[config.mk]
export PLATFORM = sky130hd
export DESIGN_NAME = sd_decimator_flat
export DESIGN_NICKNAME = d
export VERILOG_FILES = /design/src/rtl/sd_decimator_if.sv /design/src/rtl/sd_decimator.sv /design/src/flat_wrapper.sv
export SDC_FILE = /design/constraint.sdc
export NUM_CORES = 1
export LEC_CHECK = 0
export CAP_MARGIN = 10
export CORE_MARGIN = 5
export CORE_UTILIZATION = 50
export CTS_CLUSTER_DIAMETER = 80
export DETAILED_ROUTE_END_ITERATION = 8
export GPL_ROUTABILITY_DRIVEN = 1
export GPL_TIMING_DRIVEN = 0
export MAX_ROUTING_LAYER = met4
export PLACE_DENSITY = 0.71
export SLEW_MARGIN = 10
export SYNTH_ARGS = -nofsm -noshare
export SYNTH_HDL_FRONTEND = slang
export SYNTH_SLANG_ARGS = --single-unit
[constraint.sdc]
create_clock -name sysClk -period 10 [get_ports sysClk]
set_clock_uncertainty 0.1 [all_clocks]
set_input_delay 1.5 -clock sysClk [delete_from_list [all_inputs] [get_ports sysClk]]
set_output_delay 1.5 -clock sysClk [all_outputs]
set_load 0.03 [all_outputs]
[src/rtl/sd_decimator_if.sv]
// Sample output handshake between the sigma-delta decimator and its consumer.
// The data width follows the decimation ratio: 2*OSR_LOG2+1 bits.
interface sd_decimator_if #(
  parameter int OSR_LOG2 = 8
);
  localparam int OUT_W = 2 * OSR_LOG2 + 1;

  logic [OUT_W-1:0] sampleData;
  logic             sampleValid;
  logic             sampleReady;

  modport master (
    output sampleData,
    output sampleValid,
    input  sampleReady
  );

  modport slave (
    input  sampleData,
    input  sampleValid,
    output sampleReady
  );
endinterface

[src/rtl/sd_decimator.sv]
// Sigma-delta front end: synchronises the external comparator and drives
// the 1-bit feedback DAC. The resulting bitstream is reduced by a sinc^2
// CIC decimator (R = 2^OSR_LOG2), and samples are offered on a valid/ready
// handshake with a sticky overrun flag.
module sd_decimator #(
  parameter int CLK_DIV  = 4,
  parameter int OSR_LOG2 = 8
) (
  input  logic           sysClk,
  input  logic           sysRstb,
  input  logic           enable,
  input  logic           cmpIn,
  output logic           fbOut,
  output logic           overrun,
  sd_decimator_if.master smp
);
  localparam int OUT_W = 2 * OSR_LOG2 + 1;
  localparam int TMR_W = (CLK_DIV > 1) ? $clog2(CLK_DIV) : 1;
  localparam logic [TMR_W-1:0] TMR_LAST = TMR_W'(CLK_DIV - 1);

  logic                sync_q1;
  logic                sync_q2;
  logic [TMR_W-1:0]    timer;
  logic                tick;
  logic [OSR_LOG2-1:0] dec_cnt;
  logic                dec_tick;
  logic                fb_q;
  logic [OUT_W-1:0]    int1;
  logic [OUT_W-1:0]    int2;
  logic [OUT_W-1:0]    int1_next;
  logic                comb1_go;
  logic                comb2_go;
  logic [OUT_W-1:0]    c1;
  logic [OUT_W-1:0]    d1;
  logic [OUT_W-1:0]    d2;
  logic [OUT_W-1:0]    data_q;
  logic                valid_q;
  logic                overrun_q;

  assign tick      = enable && (timer == TMR_LAST);
  assign dec_tick  = tick && (dec_cnt == '1);
  assign int1_next = int1 + OUT_W'(sync_q2);

  // Two-flop synchroniser for the asynchronous comparator output
  always_ff @(posedge sysClk) begin
    if (!sysRstb) begin
      sync_q1 <= 1'b0;
      sync_q2 <= 1'b0;
    end else begin
      sync_q1 <= cmpIn;
      sync_q2 <= sync_q1;
    end
  end

  // Modulator bit timer: one tick every CLK_DIV enabled clocks
  always_ff @(posedge sysClk) begin
    if (!sysRstb) begin
      timer <= '0;
    end else if (enable) begin
      timer <= (timer == TMR_LAST) ? '0 : timer + 1'b1;
    end
  end

  // Feedback bit, integrator pair and decimation counter advance on each tick
  always_ff @(posedge sysClk) begin
    if (!sysRstb) begin
      fb_q    <= 1'b0;
      int1    <= '0;
      int2    <= '0;
      dec_cnt <= '0;
    end else if (tick) begin
      fb_q    <= sync_q2;
      int1    <= int1_next;
      int2    <= int2 + int1_next;
      dec_cnt <= dec_cnt + 1'b1;
    end
  end

  // First comb stage one edge after the decimating tick; runs regardless of enable
  always_ff @(posedge sysClk) begin
    if (!sysRstb) begin
      comb1_go <= 1'b0;
      comb2_go <= 1'b0;
      c1       <= '0;
      d1       <= '0;
    end else begin
      comb1_go <= dec_tick;
      comb2_go <= comb1_go;
      if (comb1_go) begin
        c1 <= int2 - d1;
        d1 <= int2;
      end
    end
  end

  // Second comb stage and output handshake; a sample arriving while the
  // previous one is still held and not being taken is dropped (overrun), but
  // d2 still advances so later samples stay consistent with the bitstream
  always_ff @(posedge sysClk) begin
    if (!sysRstb) begin
      d2        <= '0;
      data_q    <= '0;
      valid_q   <= 1'b0;
      overrun_q <= 1'b0;
    end else begin
      if (valid_q && smp.sampleReady) begin
        valid_q <= 1'b0;
      end
      if (comb2_go) begin
        d2 <= c1;
        if (valid_q && !smp.sampleReady) begin
          overrun_q <= 1'b1;
        end else begin
          data_q  <= c1 - d2;
          valid_q <= 1'b1;
        end
      end
    end
  end

  assign fbOut           = fb_q;
  assign overrun         = overrun_q;
  assign smp.sampleData  = data_q;
  assign smp.sampleValid = valid_q;
endmodule

[src/flat_wrapper.sv]
// flat-port wrapper written by rule: the top's interface ports become plain ports
module sd_decimator_flat 
#(
  parameter int CLK_DIV  = 4,
  parameter int OSR_LOG2 = 8
)
  (sysClk, sysRstb, enable, cmpIn, fbOut, overrun, smp_sampleData, smp_sampleValid, smp_sampleReady);
  sd_decimator_if #(.OSR_LOG2(OSR_LOG2)) smp_i ();
  input  logic sysClk;
  input  logic sysRstb;
  input  logic enable;
  input  logic cmpIn;
  output logic fbOut;
  output logic overrun;
  output wire logic [$bits(smp_i.sampleData)-1:0] smp_sampleData;
  output wire logic [$bits(smp_i.sampleValid)-1:0] smp_sampleValid;
  input wire logic [$bits(smp_i.sampleReady)-1:0] smp_sampleReady;
  assign smp_sampleData = smp_i.sampleData;
  assign smp_sampleValid = smp_i.sampleValid;
  assign smp_i.sampleReady = smp_sampleReady;
  sd_decimator #(.CLK_DIV(CLK_DIV), .OSR_LOG2(OSR_LOG2)) u_core (.sysClk(sysClk), .sysRstb(sysRstb), .enable(enable), .cmpIn(cmpIn), .fbOut(fbOut), .overrun(overrun), .smp(smp_i));
endmodule
==> results.cfg, run 1 <==
[placed_design]
place_congestion = 0.955
io_buffers = 23
dp_hpwl_um = 10900

[critical_path]
r2r_slack_ns = 6.36
worstReg2RegEnd = u_core.int2[16]
crit_fanout = 6
worstSetupPathType = flop to flop
cp-end-kind = flop
worstPathRequired_ns = 10.26
worst_setup_path_start_kind = flop
cp.arrival_ns = 3.89
r2r_start = u_core.int1[0]
reg2regPathDepth = 15

[min_path]
hold_end = u_core.sync_q2
hp-class = flop to flop
worstHoldStart = u_core.sync_q1
min_path_cells = 1

[routing]
drc = 0
drt_pass1_iterations = 4
vias = 5571
wl_per_cell_um = 14.1
drt_iter0_drc = 292
drt_wl_total_um = 14800
ant_nets = 0
post_drt_via_cell_ratio = 5.33

[floorplanning]
die_x_um = 127
die_y_um = 127
core_region_area_um2 = 13300
ios = 25
start_util_pct = 51.2
die_area_um2 = 16100
fp-row-count = 42

[timing]
final.min_clock_period_ns = 3.64
setup_tns_ns = 0
relSlewSlack_pct = 42.7
rsz0062_at_grt = no
max_slew.worst_pin.slew_ns = 0.860
slew_viol_final = 0
setup_viol = 0
finalCritPeriodShare_pct = 36.4
fmax_mhz = 275
hold_violations = 0

[yosys]
synthFlopType = dfxtp_1
async_reset_ff_share_pct = 0
synth_edf_count = 0
yosys.area_share.simple_pct = 19.3
synth-compound-area-share_pct = 17.3
ys_types = 65
syn_inst = 815
yosysSeqAreaShare_pct = 34.8
synth_top_family_by_area = simple AND/OR/NAND/NOR gates
syn_area_per_cell_um2 = 8.39
synthXorXnorAreaFrac_pct = 7.30
synth_nets = 876
muxShareOfSynthArea_pct = 6.31
netlist_area_um2 = 6840
ys_seq_elements = 119
yosys_warnings = 0
synth-adder-area-share_pct = 10.6

[power]
swShare_pct = 20.9
finalPower_uw = 1090
leakagePower_uw = 0.00287
p_seq_share_pct = 43.9
p_clk_share_pct = 53.9
power.share.combinational_pct = 2.1
cell_internal_pwr_uw = 859
peakVddDrop_v = 0.000120
switching_power_uw = 227
powerDensity_nw_per_um2 = 138

[finish]
area_growth_pct = 14.9
drive_above_1_share_pct = 6.09
n_antenna_cell = 0
nNetsFinal = 918

[cts]
cts_hold_buf = 0
clock-sinks = 119
cts_inserted_buffers = 17
cts_buffer_depth = 2
cts_tree = done
htree_num_levels = 4
cts_setup_buffers = 0
ctsResizeCount = 0
clock_latency_ns = 0.43
clk_pin_slew_ns = 0.05
cts-root-buf = clkbuf_16

[grt]
grt_pass1_vias = 5587
antenna_found_initial = 0
overflow = 0
grt_pass1_wl_um = 25900
grt_max_degree = 17
grtUsageTotal_pct = 20.4

[run]
maxCapViolations = 0

[status]
status = complete, no violations
## flip-flops by register name, summed over array words and instances, names as in the netlist
| signal | count |
|---|---|
| u_core.sync_q1 | 1 |
| u_core.int2 | 17 |
| u_core.c1 | 17 |
| u_core.int1 | 17 |
| u_core.dec_cnt | 8 |
| u_core.d1 | 17 |
| u_core.fbOut | 1 |
| u_core.d2 | 17 |
| u_core.comb1_go | 1 |
| u_core.sync_q2 | 1 |
| u_core.timer | 2 |
| u_core.smp.sampleValid | 1 |
| u_core.overrun | 1 |
| u_core.comb2_go | 1 |
| u_core.smp.sampleData | 17 |
## worst max path at each step
stage,start,endpoint,cells past startpoint
3_3_place_gp,enable,u_core.int1[12],7
2_1_floorplan,u_core.int1[0],u_core.int2[16],15
5_1_grt,u_core.sync_q2,u_core.int2[16],15
3_5_place_dp,enable,u_core.int1[12],7
6_report,u_core.int1[0],u_core.int2[16],15
4_1_cts,u_core.sync_q2,u_core.int2[16],15
## routing by layer
| layer | track usage (%) | share of wire [%] | wire [um] |
|---|---|---|---|
| met1 | 24.8 | 48 | 7080 |
| met2 | 33.0 | 46 | 6880 |
| met3 | 4.50 | 3.2 | 477 |
| met4 | 8.52 | 2.4 | 355 |
| met5 | - | 0 | 0 |
## stage by stage
step | cell area, um^2 | setup WS (ns) | cells | hold WS [ns] | util [%]
floorplan | 6840 | 6.63 | 815 | 0.312 | -
global placement | 7290 | 6.26 | 1014 | 0.314 | 54.6
detailed placement | 7290 | 6.24 | 1014 | 0.321 | 54.6
CTS | 7860 | 6.36 | 1046 | 0.334 | 58.9
global route | 7860 | 6.07 | 1046 | 0.368 | 58.9
finish | 7860 | 6.36 | 1046 | 0.330 | 58.9
## cells by family after synthesis
logic type               count (synthesis)
AO/OA/AOI/OAI                          185
XOR/XNOR                                57
adder cells (fa/ha/maj)                 56
buffers and inverters                   78
flip-flops                             119
multiplexers                            43
AND/OR/NAND/NOR                        277
## synth_stat cells, types with 2 or more instances
| master | n | area share, % |
|---|---|---|
| nand3_4 | 2 | 0.51 |
| fa_1 | 3 | 0.88 |
| dfxtp_1 | 119 | 35 |
| a211oi_2 | 3 | 0.55 |
| and3_1 | 3 | 0.27 |
| nand2_1 | 68 | 3.7 |
| o21bai_1 | 2 | 0.22 |
| and2_1 | 6 | 0.55 |
| nand2b_1 | 6 | 0.55 |
| mux2i_1 | 42 | 6.1 |
| o31ai_1 | 4 | 0.44 |
| o21a_1 | 11 | 1.2 |
| o21ai_0 | 43 | 3.1 |
| or3_2 | 2 | 0.22 |
| nand4_1 | 11 | 1.0 |
| o31a_1 | 2 | 0.26 |
| ha_1 | 53 | 9.7 |
| nor3_1 | 14 | 1.0 |
| o31ai_2 | 3 | 0.55 |
| xor2_1 | 23 | 2.9 |
| inv_1 | 46 | 2.5 |
| xnor2_1 | 34 | 4.4 |
| a21oi_1 | 64 | 4.7 |
| clkbuf_1 | 24 | 1.3 |
| nand3_1 | 35 | 2.6 |
| a21o_1 | 10 | 1.1 |
| buf_1 | 5 | 0.27 |
| nor2b_1 | 7 | 0.64 |
| a211oi_1 | 15 | 1.6 |
| a31oi_1 | 6 | 0.55 |
| nor2_4 | 2 | 0.33 |
| o211ai_1 | 6 | 0.66 |
| nor2_1 | 95 | 5.2 |
| or3_1 | 15 | 1.4 |
## cells in the final DEF (no fill, tap or decap), types with 4 or more instances in the layout
master / instances
dfxtp_1: 119
nor2_1: 95
nand2_1: 68
a21oi_1: 64
ha_1: 53
inv_1: 46
o21ai_0: 43
mux2i_1: 42
nand3_1: 35
xnor2_1: 34
clkbuf_1: 29
xor2_1: 23
clkdlybuf4s50_1: 23
clkbuf_16: 17
or3_1: 15
a211oi_1: 15
nor3_1: 14
nand4_1: 11
o21a_1: 11
a21o_1: 10
nor2b_1: 7
a31oi_1: 6
nand2b_1: 6
and2_1: 6
o211ai_1: 6
buf_1: 5
o31ai_1: 4
## critical path, cell delays in order (launching register included)
cell and delay, ns:
dfxtp_1 0.35, ha_1 0.20, nand3_4 0.11, nor2_4 0.19
nand3_4 0.11, or2_1 0.26, buf_6 0.13, xnor2_1 0.12
ha_1 0.36, a21oi_1 0.20, inv_1 0.07, a2111o_1 0.40
o32a_1 0.34, xnor2_1 0.16, or3_1 0.32, a21oi_1 0.14
## power groups by stage
stage	combinational, uW	clock (uW)	sequential (uW)
finish	23.2	585	477
global route	25.8	616	477
CTS	23.4	592	477
detailed placement	23.2	0	487
global placement	23.1	0	487
floorplan	13.6	0	487
## area by class of cell
cell class                      count  area, um^2
Fill cell                        1225        5490
Multi-Input combinational cell    618        4160
Sequential cell                   119        2380
Clock buffer                       24         472
Timing Repair Buffer               23         230
Tap cell                          176         220
Inverter                           47         176
Buffer                             31         125
Clock inverter                      8        97.6
(Power assumes the default switching activity.)
==> run 2, diff against run 1 <==
--- a/config.mk
+++ b/config.mk
@@ -13,7 +13,7 @@
 export GPL_ROUTABILITY_DRIVEN = 1
 export GPL_TIMING_DRIVEN = 0
 export MAX_ROUTING_LAYER = met4
-export PLACE_DENSITY = 0.71
+export PLACE_DENSITY = 0.74
 export SLEW_MARGIN = 10
 export SYNTH_ARGS = -nofsm -noshare
 export SYNTH_HDL_FRONTEND = slang
==> constraint.sdc (replaced) <==
create_clock -name sysClk -period 3.2 [get_ports sysClk]
set_clock_uncertainty 0.1 [all_clocks]
set_input_delay 0.48 -clock sysClk [delete_from_list [all_inputs] [get_ports sysClk]]
set_output_delay 0.48 -clock sysClk [all_outputs]
set_load 0.03 [all_outputs]
==> results.cfg, run 2 (synthesized netlist as in run 1, its figures left out) <==
[routing]
vias = 5738
ant_nets = 0
drt_iter0_drc = 294
drc = 0
wl_per_cell_um = 14.3
drt_wl_total_um = 15300
post_drt_via_cell_ratio = 5.38
drt_pass1_iterations = 5

[finish]
drive_above_1_share_pct = 11.7
nNetsFinal = 939
final_cell_mix = 112 x dfxtp_1, 91 x nor2_1, 68 x nand2_1, 61 x a21oi_1, 47 x ha_1
final.fill_count = 1169
n_antenna_cell = 0
area_growth_pct = 21.1
fin_area_um2 = 8290
layoutNonFillerInstCount = 1067
layout_commonest_cell = dfxtp_1

[grt]
grt_pass1_wl_um = 25700
grt_max_degree = 17
overflow = 0
grt_pass1_vias = 5476
grtUsageTotal_pct = 20.1
antenna_found_initial = 0

[cts]
cts_inserted_buffers = 17
cts_hold_buf = 0
clock-sinks = 119
clk_pin_slew_ns = 0.05
cts_tree = done
cts_buffer_depth = 2
htree_num_levels = 4
clock_latency_ns = 0.42
cts-root-buf = clkbuf_16

[critical_path]
cp-end-kind = flop
reg2regPathDepth = 15
cp_slowest_cell = or3_4
worstSetupPathType = flop to flop
cp_cell_sequence = ha_4, nand3_4, nor2_4, nand3_4, or2_1, buf_6, xnor2_4, ha_4, a21oi_2, inv_1, a2111o_1, o32a_1, xnor2_2, or3_4, a21oi_2
crit_fanout = 4
r2r_slack_ns = -0.23
worst-path-buf-inv = 2
cp.arrival_ns = 3.68
worstPathRequired_ns = 3.45
worst_setup_path_start_kind = flop
worstReg2RegEnd = u_core.int2[16]
r2r_start = u_core.int1[0]
cp_top_family = compound AO/OA/AOI/OAI gates
crit_path_max_incr_delay_ns = 0.39

[floorplanning]
fp-row-count = 42
ios = 25
start_util_pct = 51.2
die_x_um = 127
core_region_area_um2 = 13300
die_area_um2 = 16100
die_y_um = 127

[run]
maxCapViolations = 0

[min_path]
hold_end = u_core.sync_q2
min_path_cells = 1
hp-class = flop to flop
worstHoldStart = u_core.sync_q1

[status]
status = complete, but fails checks
violations = setup timing

[power]
powerDensity_nw_per_um2 = 444
leakagePower_uw = 0.00304
peakVddDrop_v = 0.000479

[placed_design]
dp_hpwl_um = 10800
io_buffers = 23
dp.cells = 1014
place_area_um2 = 7310
place_congestion = 0.969

[timing]
rsz0062_at_grt = yes
fmax_mhz = 291
setup_viol = 1
max_slew.worst_pin.slew_ns = 0.859
finalCritPeriodShare_pct = 107
hold_violations = 0
relSlewSlack_pct = 42.7
timing.final.ws_setup_ns = -0.234
final.min_clock_period_ns = 3.43
slew_viol_final = 0
==> run 2: cell types whose count changed in the layout (fill, tap and decap cells not counted), moves of 4 or more <==
cell	delta
dfxtp_1	-7
buf_4	+21
ha_1	-6
nor2_1	-4
dfxtp_2	+5
ha_4	+4
==> run 2: area by class of cell <==
class	count	area, um^2	share of cell area [%]
Timing Repair Buffer	44	388	4.68
Clock buffer	24	502	6.06
Sequential cell	119	2400	28.9
Clock inverter	8	165	1.99
Inverter	47	176	2.13
Buffer	31	125	1.51
Tap cell	176	220	2.66
Multi-Input combinational cell	618	4310	52.1
==> run 2: timing repair <==
item                       4_1_cts  5_1_grt
setup endpoints to repair        3        3
pin swaps                        6       18
buffers inserted                 4       17
gates resized for setup         12       22
hold endpoints to repair         0        0
==> run 2: worst register-to-register path, stage by stage, from the launching register on <==
cell	delay (ns)
dfxtp_4	0.37
ha_4	0.14
nand3_4	0.08
nor2_4	0.13
nand3_4	0.10
or2_1	0.27
buf_6	0.14
xnor2_4	0.18
ha_4	0.24
a21oi_2	0.15
inv_1	0.07
a2111o_1	0.35
o32a_1	0.36
xnor2_2	0.15
or3_4	0.39
a21oi_2	0.12
==> run 2: metrics by stage <==
step	util (%)	TNS, ns	total power, uW	hold WS [ns]	setup slack, ns
after global placement	54.8	-0.514	1590	0.319	-0.302
after CTS	60.3	-0.133	3710	0.339	-0.129
after floorplan	-	0	1560	0.312	0.00652
after detailed placement	54.8	-0.651	1590	0.328	-0.324
after global routing	62.1	-0.648	3790	0.365	-0.358
final	62.1	-0.234	3680	0.335	-0.234
==> run 2: how the worst max path moves through the flow <==
stage / from / end / slack [ns] / depth (start not counted)
global route: u_core.int1[0] / u_core.int2[16] / -0.36 / 15
CTS: u_core.sync_q2 / u_core.int2[16] / -0.13 / 15
global placement: u_core.sync_q2 / u_core.int2[16] / -0.30 / 15
floorplan: u_core.sync_q2 / u_core.int2[16] / 0.007 / 15
finish: u_core.int1[0] / u_core.int2[16] / -0.23 / 15
detailed placement: u_core.sync_q2 / u_core.int2[16] / -0.32 / 15
==> run 2: routing by layer <==
metal,vias to the layer above,wire length (um),track usage [%]
li1,2994,-,-
met1,2601,7150,25.1
met2,112,7050,31.6
met3,31,656,4.41
met4,0,397,8.64
met5,-,0,-
==> run 2: where the power goes <==
part,leakage [uW],internal [uW],switching (uW)
logic,0.00174,18.5,54.4
clock network,0.000330,1480,636
registers,0.000963,1490,3.84
total,0.00304,2990,694
